--- src/rtl/ex_mem_stage_reg.sv ---
// EX/MEM pipeline register. It adds memory lane preparation, validity and HALT tracking.
// Optional retired-instruction counter: define EX_MEM_RETIRE_CNT_EN.
module ex_mem_stage_reg #(
   parameter int DATA_BUS_WIDTH = 32,
   parameter int REG_ADDR_WIDTH = 5,
   parameter int CNT_WIDTH      = 32
) (
   input  logic                      i_clk,
   input  logic                      i_reset,
   input  logic                      i_enable,
   input  logic                      i_flush,
   input  logic                      i_valid,
   input  logic [DATA_BUS_WIDTH-1:0] i_alu_result,
   input  logic [DATA_BUS_WIDTH-1:0] i_store_data,
   input  logic [REG_ADDR_WIDTH-1:0] i_wb_addr,
   input  logic                      i_reg_wr,
   input  logic                      i_mem_rd,
   input  logic                      i_mem_wr,
   input  logic                      i_mem_to_reg,
   input  logic                      i_mem_unsigned,
   input  logic [1:0]                i_mem_size,
   input  logic                      i_halt,
   output logic [DATA_BUS_WIDTH-1:0] o_alu_result,
   output logic [DATA_BUS_WIDTH-1:0] o_store_data,
   output logic [REG_ADDR_WIDTH-1:0] o_wb_addr,
   output logic                      o_reg_wr,
   output logic                      o_mem_rd,
   output logic                      o_mem_wr,
   output logic                      o_mem_to_reg,
   output logic                      o_mem_unsigned,
   output logic [1:0]                o_mem_size,
   output logic [3:0]                o_byte_en,
   output logic                      o_misaligned,
   output logic                      o_valid,
   output logic                      o_halted,
   output logic [CNT_WIDTH-1:0]      o_retired_count
);

   logic [1:0]                w_addr_lo;
   logic                      w_mem_access;
   logic                      w_mis_raw;
   logic                      w_misaligned;
   logic [3:0]                w_be_raw;
   logic [3:0]                w_byte_en;
   logic [DATA_BUS_WIDTH-1:0] w_store_data;
   logic                      w_bubble;
   logic                      w_load;

   logic [DATA_BUS_WIDTH-1:0] r_alu_result;
   logic [DATA_BUS_WIDTH-1:0] r_store_data;
   logic [REG_ADDR_WIDTH-1:0] r_wb_addr;
   logic                      r_reg_wr;
   logic                      r_mem_rd;
   logic                      r_mem_wr;
   logic                      r_mem_to_reg;
   logic                      r_mem_unsigned;
   logic [1:0]                r_mem_size;
   logic [3:0]                r_byte_en;
   logic                      r_misaligned;
   logic                      r_valid;
   logic                      r_halted;

   assign w_addr_lo    = i_alu_result[1:0];
   assign w_mem_access = i_mem_rd | i_mem_wr;

   always_comb begin
      w_be_raw     = 4'b1111;
      w_mis_raw    = 1'b0;
      w_store_data = i_store_data;
      unique case (i_mem_size)
         2'b00: begin
            w_be_raw     = 4'b0001 << w_addr_lo;
            w_store_data = {(DATA_BUS_WIDTH/8){i_store_data[7:0]}};
         end
         2'b01: begin
            w_be_raw     = 4'b0011 << w_addr_lo;
            w_mis_raw    = w_addr_lo[0];
            w_store_data = {(DATA_BUS_WIDTH/16){i_store_data[15:0]}};
         end
         default: begin
            w_be_raw  = 4'b1111;
            w_mis_raw = (w_addr_lo != 2'b00);
         end
      endcase
   end

   assign w_misaligned = w_mem_access & w_mis_raw;
   assign w_byte_en    = (w_mem_access && !w_misaligned) ? w_be_raw : 4'b0000;

   // A frozen (halted) stage ignores both flush and enable.
   assign w_bubble = !r_halted && (i_flush || (i_enable && !i_valid));
   assign w_load   = !r_halted && !i_flush && i_enable && i_valid;

   always_ff @(posedge i_clk or posedge i_reset) begin
      if (i_reset) begin
         r_alu_result   <= '0;
         r_store_data   <= '0;
         r_wb_addr      <= '0;
         r_reg_wr       <= 1'b0;
         r_mem_rd       <= 1'b0;
         r_mem_wr       <= 1'b0;
         r_mem_to_reg   <= 1'b0;
         r_mem_unsigned <= 1'b0;
         r_mem_size     <= 2'b00;
         r_byte_en      <= 4'b0000;
         r_misaligned   <= 1'b0;
         r_valid        <= 1'b0;
         r_halted       <= 1'b0;
      end else if (w_bubble) begin
         r_alu_result   <= '0;
         r_store_data   <= '0;
         r_wb_addr      <= '0;
         r_reg_wr       <= 1'b0;
         r_mem_rd       <= 1'b0;
         r_mem_wr       <= 1'b0;
         r_mem_to_reg   <= 1'b0;
         r_mem_unsigned <= 1'b0;
         r_mem_size     <= 2'b00;
         r_byte_en      <= 4'b0000;
         r_misaligned   <= 1'b0;
         r_valid        <= 1'b0;
      end else if (w_load) begin
         r_alu_result   <= i_alu_result;
         r_store_data   <= w_store_data;
         r_wb_addr      <= i_wb_addr;
         r_reg_wr       <= i_reg_wr && (i_wb_addr != '0) && !w_misaligned;
         r_mem_rd       <= i_mem_rd && !w_misaligned;
         r_mem_wr       <= i_mem_wr && !w_misaligned;
         r_mem_to_reg   <= i_mem_to_reg;
         r_mem_unsigned <= i_mem_unsigned;
         r_mem_size     <= i_mem_size;
         r_byte_en      <= w_byte_en;
         r_misaligned   <= w_misaligned;
         r_valid        <= 1'b1;
         r_halted       <= i_halt;
      end
   end

`ifdef EX_MEM_RETIRE_CNT_EN
   logic [CNT_WIDTH-1:0] r_retired_count;

   always_ff @(posedge i_clk or posedge i_reset) begin
      if (i_reset) begin
         r_retired_count <= '0;
      end else if (w_load) begin
         r_retired_count <= r_retired_count + 1'b1;
      end
   end

   assign o_retired_count = r_retired_count;
`else
   assign o_retired_count = '0;
`endif

   assign o_alu_result   = r_alu_result;
   assign o_store_data   = r_store_data;
   assign o_wb_addr      = r_wb_addr;
   assign o_reg_wr       = r_reg_wr;
   assign o_mem_rd       = r_mem_rd;
   assign o_mem_wr       = r_mem_wr;
   assign o_mem_to_reg   = r_mem_to_reg;
   assign o_mem_unsigned = r_mem_unsigned;
   assign o_mem_size     = r_mem_size;
   assign o_byte_en      = r_byte_en;
   assign o_misaligned   = r_misaligned;
   assign o_valid        = r_valid;
   assign o_halted       = r_halted;

endmodule

--- config.mk ---
export PLATFORM = sky130hd
export DESIGN_NAME = ex_mem_stage_reg
export DESIGN_NICKNAME = d
export VERILOG_FILES = /design/src/rtl/ex_mem_stage_reg.sv
export SDC_FILE = /design/constraint.sdc
export NUM_CORES = 1
export LEC_CHECK = 0
export CAP_MARGIN = 20
export CORE_ASPECT_RATIO = 0.5
export CORE_MARGIN = 8
export CORE_UTILIZATION = 40
export DETAILED_ROUTE_END_ITERATION = 8
export PLACE_DENSITY = 0.8
export SKIP_LAST_GASP = 1
export SYNTH_ARGS = -nofsm -noshare
export SYNTH_HDL_FRONTEND = slang
export SYNTH_SLANG_ARGS = --single-unit
--- constraint.sdc ---
create_clock -name i_clk -period 3.33 [get_ports i_clk]
set_clock_uncertainty 0.2 [all_clocks]
set_input_delay 0.4995 -clock i_clk [delete_from_list [all_inputs] [get_ports i_clk]]
set_output_delay 0.4995 -clock i_clk [all_outputs]
set_load 0.01 [all_outputs]
==> summary.md, run 1 <==
| Metric | Value |
|---|---|
| CP endpoint | `o_store_data[2]` |
| Critical R2R Capture | `o_store_data[24]` |
| Commonest non-fill, non-tap cell in the layout | `clkdlybuf4s50_1` |
| Vias in the first global route | `3473` |
| Gr usage total | `17.79%` |
| Die Footprint | `13480 um^2` |
| CP Launch Type | `input pin` |
| Fmax | `427.1 MHz` |
| Setup tns final | `0 ns` |
| Boundary pin count | `197` |
| Antenna viol nets, final | `0` |
| Yosys top cell area share | `52.70%` |
| Post-CTS setup buffer count | `0` |
| Mapped cell area | `3941 um^2` |
| Pwr/cell area | `532.1 nW/um^2` |
| CP endpoint kind | `register` |
| Synth unique cells | `33` |
| ANT cells | `0` |
| Fin crit period | `2.341 ns` |
| Post-CTS resize count | `0` |
| Critical Path Slowest Stage Cell | `clkdlybuf4s50_1` |
| Starting Density | `41.45%` |
| CP peak stage delay | `0.59 ns` |
| CTS tree | `yes` |
| Total Power | `3.081 mW` |
| Met1 Usage GRT | `21.35%` |
| Most frequent cells in the layout | `clkdlybuf4s50_1, nand2_1, dfrtp_1, o21ai_0, conb_1` |
| Global-route wire length before repair | `19040 um` |
| Critical path startpoint | `i_enable` |
| Synth top area cells | `dfrtp_1, nand2_1, buf_4` |
| Net count, final | `656` |
| Hold Path Class | `register to register` |
| Crit path buf inv count | `2` |
| Setup violators final | `0` |
| Hold buffers post-CTS | `0` |
| Vias | `3495` |
| RePlAce Congestion | `0.7831` |
| R2R depth | `3` |
| Leading area contributor after synthesis | `dfrtp_1` |
| Status | `complete, no violations` |
| Global route overflow | `0` |
| Clock buffer depth | `2` |
| Initial DRC Count | `241` |
| Initial antenna violation count | `0` |
| Slew Viols, Final | `0` |
| Worst path cell trace | `clkdlybuf4s50_1 -> nand2b_1 -> a21oi_4 -> buf_4 -> o21ai_0` |
| H-Tree Depth | `3` |
| Die width | `156.4 um` |
| CP required | `3.32 ns` |
| Flops & latches, synth | `83` |
| Worst-Margin Slew | `0.7196 ns` |
| WL final | `12130 um` |
| Met3 Track Usage GR | `4.268%` |
| Share of cells above drive strength 1 | `4.870%` |
| Max Cap Viol | `0` |
| WL/cell | `17.08 um` |
| Largest net degree at the start of global routing | `56` |
| Seq/Total Area, Yosys | `52.70%` |
| Ys Warns | `0` |
| CTS root buffer | `clkbuf_16` |
| Most utilized layer in the global route result | `met2` |
| DRC Markers | `0` |
| Clock Latency Late Sink | `0.33 ns` |
| Endpoints failing hold | `0` |
| Max IR drop VDD | `0.3115 mV` |
| Pre-Repair DR Iteration Count | `5` |
| Syn_area_per_cell | `9.384 um^2` |
| RSZ-0062 raised after global routing | `no` |
| Chip height | `86.19 um` |
| Crit path max fanout | `28` |
| Number of cells on the critical path | `5` |
| R2R Setup Slk | `1.22 ns` |
| Slew margin rel. | `51.99%` |
| Core area | `9509 um^2` |
| Vias/cell | `4.923` |
| RR Startpoint | `o_halted` |
| Post-Route Utilization | `60.89%` |
| LEAKAGE | `2.444 nW` |
| Syn-to-layout area delta | `46.92%` |
| # rows | `25` |
| Period utilization | `70.31%` |
| Hpwl dp | `9102 um` |
| CP top delay family | `buffers and inverters` |
| Fillers | `783` |
| IO Port Bufs | `164` |
| Cells after Synth | `420` |
| Met2 GRT Util | `30.37%` |
| Clock slew at reported path FFs | `0.06 ns` |
| CTS buffer count | `9` |
| Arrival time worst endpoint | `2.33 ns` |
| CTS sink count | `83` |
| Crit path kind | `input pin to register` |
## how the worst min path moves through the flow
| stage | startpoint | endpoint | cells past startpoint | slack [ns] |
|---|---|---|---|---|
| finish | o_byte_en[0] | o_byte_en[0] | 2 | 0.28 |
| global route | o_byte_en[0] | o_byte_en[0] | 2 | 0.30 |
| CTS | o_byte_en[0] | o_byte_en[0] | 2 | 0.28 |
| detailed placement | o_byte_en[0] | o_byte_en[0] | 2 | 0.27 |
| global placement | o_byte_en[0] | o_byte_en[0] | 2 | 0.26 |
| floorplan | o_misaligned | o_misaligned | 2 | 0.31 |
## cell usage after synthesis, drive strengths merged
cell / count
nand2b: 2
or4: 1
a32o: 2
nand4bb: 1
mux2i: 10
o32ai: 14
a22o: 1
o21ai: 61
conb: 1
xnor2: 1
o21bai: 2
nand2: 128
a21oi: 7
nor2b: 21
dfrtp: 83
nor2: 4
a21o: 1
inv: 3
o31ai: 2
and4bb: 1
a211oi: 7
buf: 56
or2: 1
o211ai: 3
clkbuf: 6
nor3: 1
## tightest hold or removal path: stages (launching register included)
cell,delay (ns)
dfrtp_1,0.34
nand2_1,0.05
o31ai_1,0.05
## stage by stage
stage | area [um^2] | setup slack (ns) | std cells | hold slack (ns)
2_1_floorplan | 4058 | 0.4937 | 451 | 0.3132
3_3_place_gp | 5553 | 0.6692 | 698 | 0.2604
3_5_place_dp | 5553 | 0.5855 | 698 | 0.2666
4_1_cts | 5791 | 0.9621 | 710 | 0.2790
5_1_grt | 5791 | 0.7957 | 710 | 0.3012
6_report | 5791 | 0.9886 | 710 | 0.2750
## power by group
group	internal (mW)	switching [mW]
clock	0.487	0.364
combinational	0.499	0.442
sequential	1.19	0.101
## metal layers
metal	wire [um]	vias to the layer above
li1	-	1653
met1	5053	1696
met2	6128	124
met3	612	22
met4	333	0
met5	0	-
## cell families after synthesis
family,synth area share (%)
other cells,0.09515
flops,52.70
simple gates,17.37
mux,2.540
buf+inv,11.46
xor+xnor,0.2223
compound gates,15.62
## cell type report
cell class	count	area [um^2]	share of cell area [%]
repair buffers	174	1742	30.08
clock buffers	11	232.7	4.019
flip-flops and latches	83	2077	35.87
clock inverters	1	5.005	0.08643
multi-input cells	303	1553	26.82
inverters	3	12.51	0.2161
well taps	135	168.9	2.917
(Power assumes the default switching activity.)
==> run 2, diff against run 1 <==
==> constraint.sdc (replaced) <==
create_clock -name i_clk -period 2.3 [get_ports i_clk]
set_clock_uncertainty 0.2 [all_clocks]
set_input_delay 0.345 -clock i_clk [delete_from_list [all_inputs] [get_ports i_clk]]
set_output_delay 0.345 -clock i_clk [all_outputs]
set_load 0.01 [all_outputs]
==> run 2 against run 1 <==
  * Clock power grew 80%
  * Total power increased by 55%
  * Setup slack got worse by 0.62 ns
  * Sequential share of layout area shrank 0.95 points
  * Utilization rose by 1.7 points
  * Via count shrank 2.1%
  * Final area is 2.7% higher
  * Critical endpoint is now o_halted
  * Largest power group unchanged
  * Highest routed layer unchanged
==> summary.md, run 2 (same netlist as run 1, synthesis figures left out) <==
| Metric | Value |
|---|---|
| Status | `complete, no violations (unchanged)` |
| Final WS setup | `0.3648 ns (was 0.9886 ns)` |
| Clock Latency Late Sink | `0.33 ns (about the same)` |
| Largest net degree at the start of global routing | `67 (was 56)` |
| Initial antenna violation count | `0 (unchanged)` |
| CP Launch Type | `register (was input pin)` |
| Fmax | `516.7 MHz` |
| Arrival time worst endpoint | `1.39 ns (was 2.33 ns)` |
| Hold Path Class | `input pin to async pin (was register to register)` |
| H-Tree Depth | `3 (unchanged)` |
| Setup violators final | `0 (unchanged)` |
| Pwr/cell area | `803.1 nW/um^2 (was 532.1 nW/um^2)` |
| Die width | `156.4 um (unchanged)` |
| Syn-to-layout area delta | `50.92% (was 46.92%)` |
| RR Startpoint | `o_halted (unchanged)` |
| Pre-Repair DR Iteration Count | `5 (unchanged)` |
| Fin cells | `719 (was 710)` |
| WL/cell | `17.20 um (was 17.08 um)` |
| Endpoints failing hold | `0 (unchanged)` |
| RePlAce Congestion | `0.8048 (was 0.7831)` |
| Fin crit period | `1.935 ns` |
| Crit path buf inv count | `1 (was 2)` |
| Die Footprint | `13480 um^2 (unchanged)` |
| Core area | `9509 um^2 (unchanged)` |
| # rows | `25 (unchanged)` |
| Vias | `3422 (was 3495)` |
| Hpwl dp | `9063 um (was 9102 um)` |
| CP peak stage delay | `0.59 ns (about the same)` |
| CP required | `1.75 ns (was 3.32 ns)` |
| Cells after DPL | `703 (was 698)` |
| Net count, final | `661 (was 656)` |
| Initial DRC Count | `186 (was 241)` |
| DRC Markers | `0 (unchanged)` |
| ANT cells | `0 (unchanged)` |
| Global route overflow | `0 (unchanged)` |
| Vias/cell | `4.759 (was 4.923)` |
| Global-route wire length before repair | `19020 um (was 19040 um)` |
| CP top delay family | `buffers and inverters (unchanged)` |
| Max IR drop VDD | `0.4151 mV (was 0.3115 mV)` |
| Clock slew at reported path FFs | `0.06 ns (about the same)` |
| Share of cells above drive strength 1 | `6.507% (was 4.870%)` |
| CP endpoint kind | `primary output (was register)` |
| CTS root buffer | `clkbuf_16 (unchanged)` |
| Boundary pin count | `197 (unchanged)` |
| Starting Density | `41.45% (unchanged)` |
| Crit path max fanout | `6 (was 28)` |
| Critical path startpoint | `o_halted (was i_enable)` |
| Vias in the first global route | `3519 (was 3473)` |
| Clock buffer depth | `2 (unchanged)` |
| Slew Viols, Final | `0 (unchanged)` |
| Worst path cell trace | `clkdlybuf4s50_1 (was clkdlybuf4s50_1 -> nand2b_1 -> a21oi_4 -> buf_4 -> o21ai_0)` |
| RSZ-0062 raised after global routing | `no (unchanged)` |
| Commonest non-fill, non-tap cell in the layout | `clkdlybuf4s50_1 (unchanged)` |
| WL final | `12370 um (was 12130 um)` |
| CTS sink count | `83 (unchanged)` |
| Post-CTS setup buffer count | `0 (unchanged)` |
| Antenna viol nets, final | `0 (unchanged)` |
| Period utilization | `84.14%` |
| Crit path kind | `register to primary output (was input pin to register)` |
| CTS tree | `yes (unchanged)` |
| Most frequent cells in the layout | `clkdlybuf4s50_1, nand2_1, dfrtp_1, o21ai_0, conb_1 (unchanged)` |
| Max Cap Viol | `0 (unchanged)` |
| Critical Path Slowest Stage Cell | `clkdlybuf4s50_1 (unchanged)` |
| Pre-CTS setup slack | `0.1238 ns (was 0.5855 ns)` |
| LEAKAGE | `2.511 nW (was 2.444 nW)` |
| Total Power | `4.777 mW (was 3.081 mW)` |
| CTS buffer count | `9 (unchanged)` |
| Hold buffers post-CTS | `0 (unchanged)` |
| IO Port Bufs | `164 (unchanged)` |
| Chip height | `86.19 um (unchanged)` |
| Setup tns final | `0 ns (unchanged)` |
| Gr usage total | `17.79% (about the same)` |
| Post-CTS resize count | `0 (unchanged)` |
-- run 2: cell count changes in the layout (fill, tap and decap cells not counted) --
| cell | previous run | this run |
|---|---|---|
| clkbuf_1 | 2 | 1 |
| buf_4 | 8 | 10 |
| clkinvlp_4 | 0 | 3 |
| bufinv_16 | 0 | 2 |
| clkinv_2 | 2 | 1 |
| buf_12 | 2 | 5 |
| inv_6 | 0 | 1 |
-- run 2: final cells by class --
cell class	count	area (um^2)
timing repair buffer	179	1817
sequential	83	2077
clock inverter	6	88.84
fill	793	3561
multi-input combinational	303	1553
inverter	3	15.01
clock buffer	10	229.0
tap	135	168.9
-- run 2: stage by stage --
step	hold slack, ns	instance area (um^2)	util, %
after detailed placement	0.2696	5630	59.21
final	0.1425	5948	62.55
after CTS	0.1503	5948	62.55
after floorplan	0.2402	4061	-
after global placement	0.2614	5630	59.21
after global routing	0.1710	5948	62.55
-- run 2: worst paths after layout --
kind	endpoint	slack, ns	cells past startpoint
min in group i_clk	o_store_data[16]	0.28	2
min	o_alu_result[20]	0.14	2
min reg2reg	o_store_data[16]	0.28	2
max in group asynchronous	o_store_data[6]	1.20	3
max reg2reg	o_mem_to_reg	0.48	4
max	o_halted	0.36	1
-- run 2: metal layers --
| layer | up-vias | global-route usage, % | part of all wire (%) |
|---|---|---|---|
| li1 | 1659 | - | - |
| met1 | 1604 | 20.92 | 41 |
| met2 | 134 | 30.96 | 50 |
| met3 | 25 | 4.665 | 6.0 |
| met4 | 0 | 6.667 | 2.7 |
| met5 | - | 0 | 0 |
-- run 2: power by group --
part	switching, mW	total (mW)	internal [mW]
clock network	0.577	1.53	0.953
registers	0.146	1.86	1.72
logic	0.640	1.38	0.743
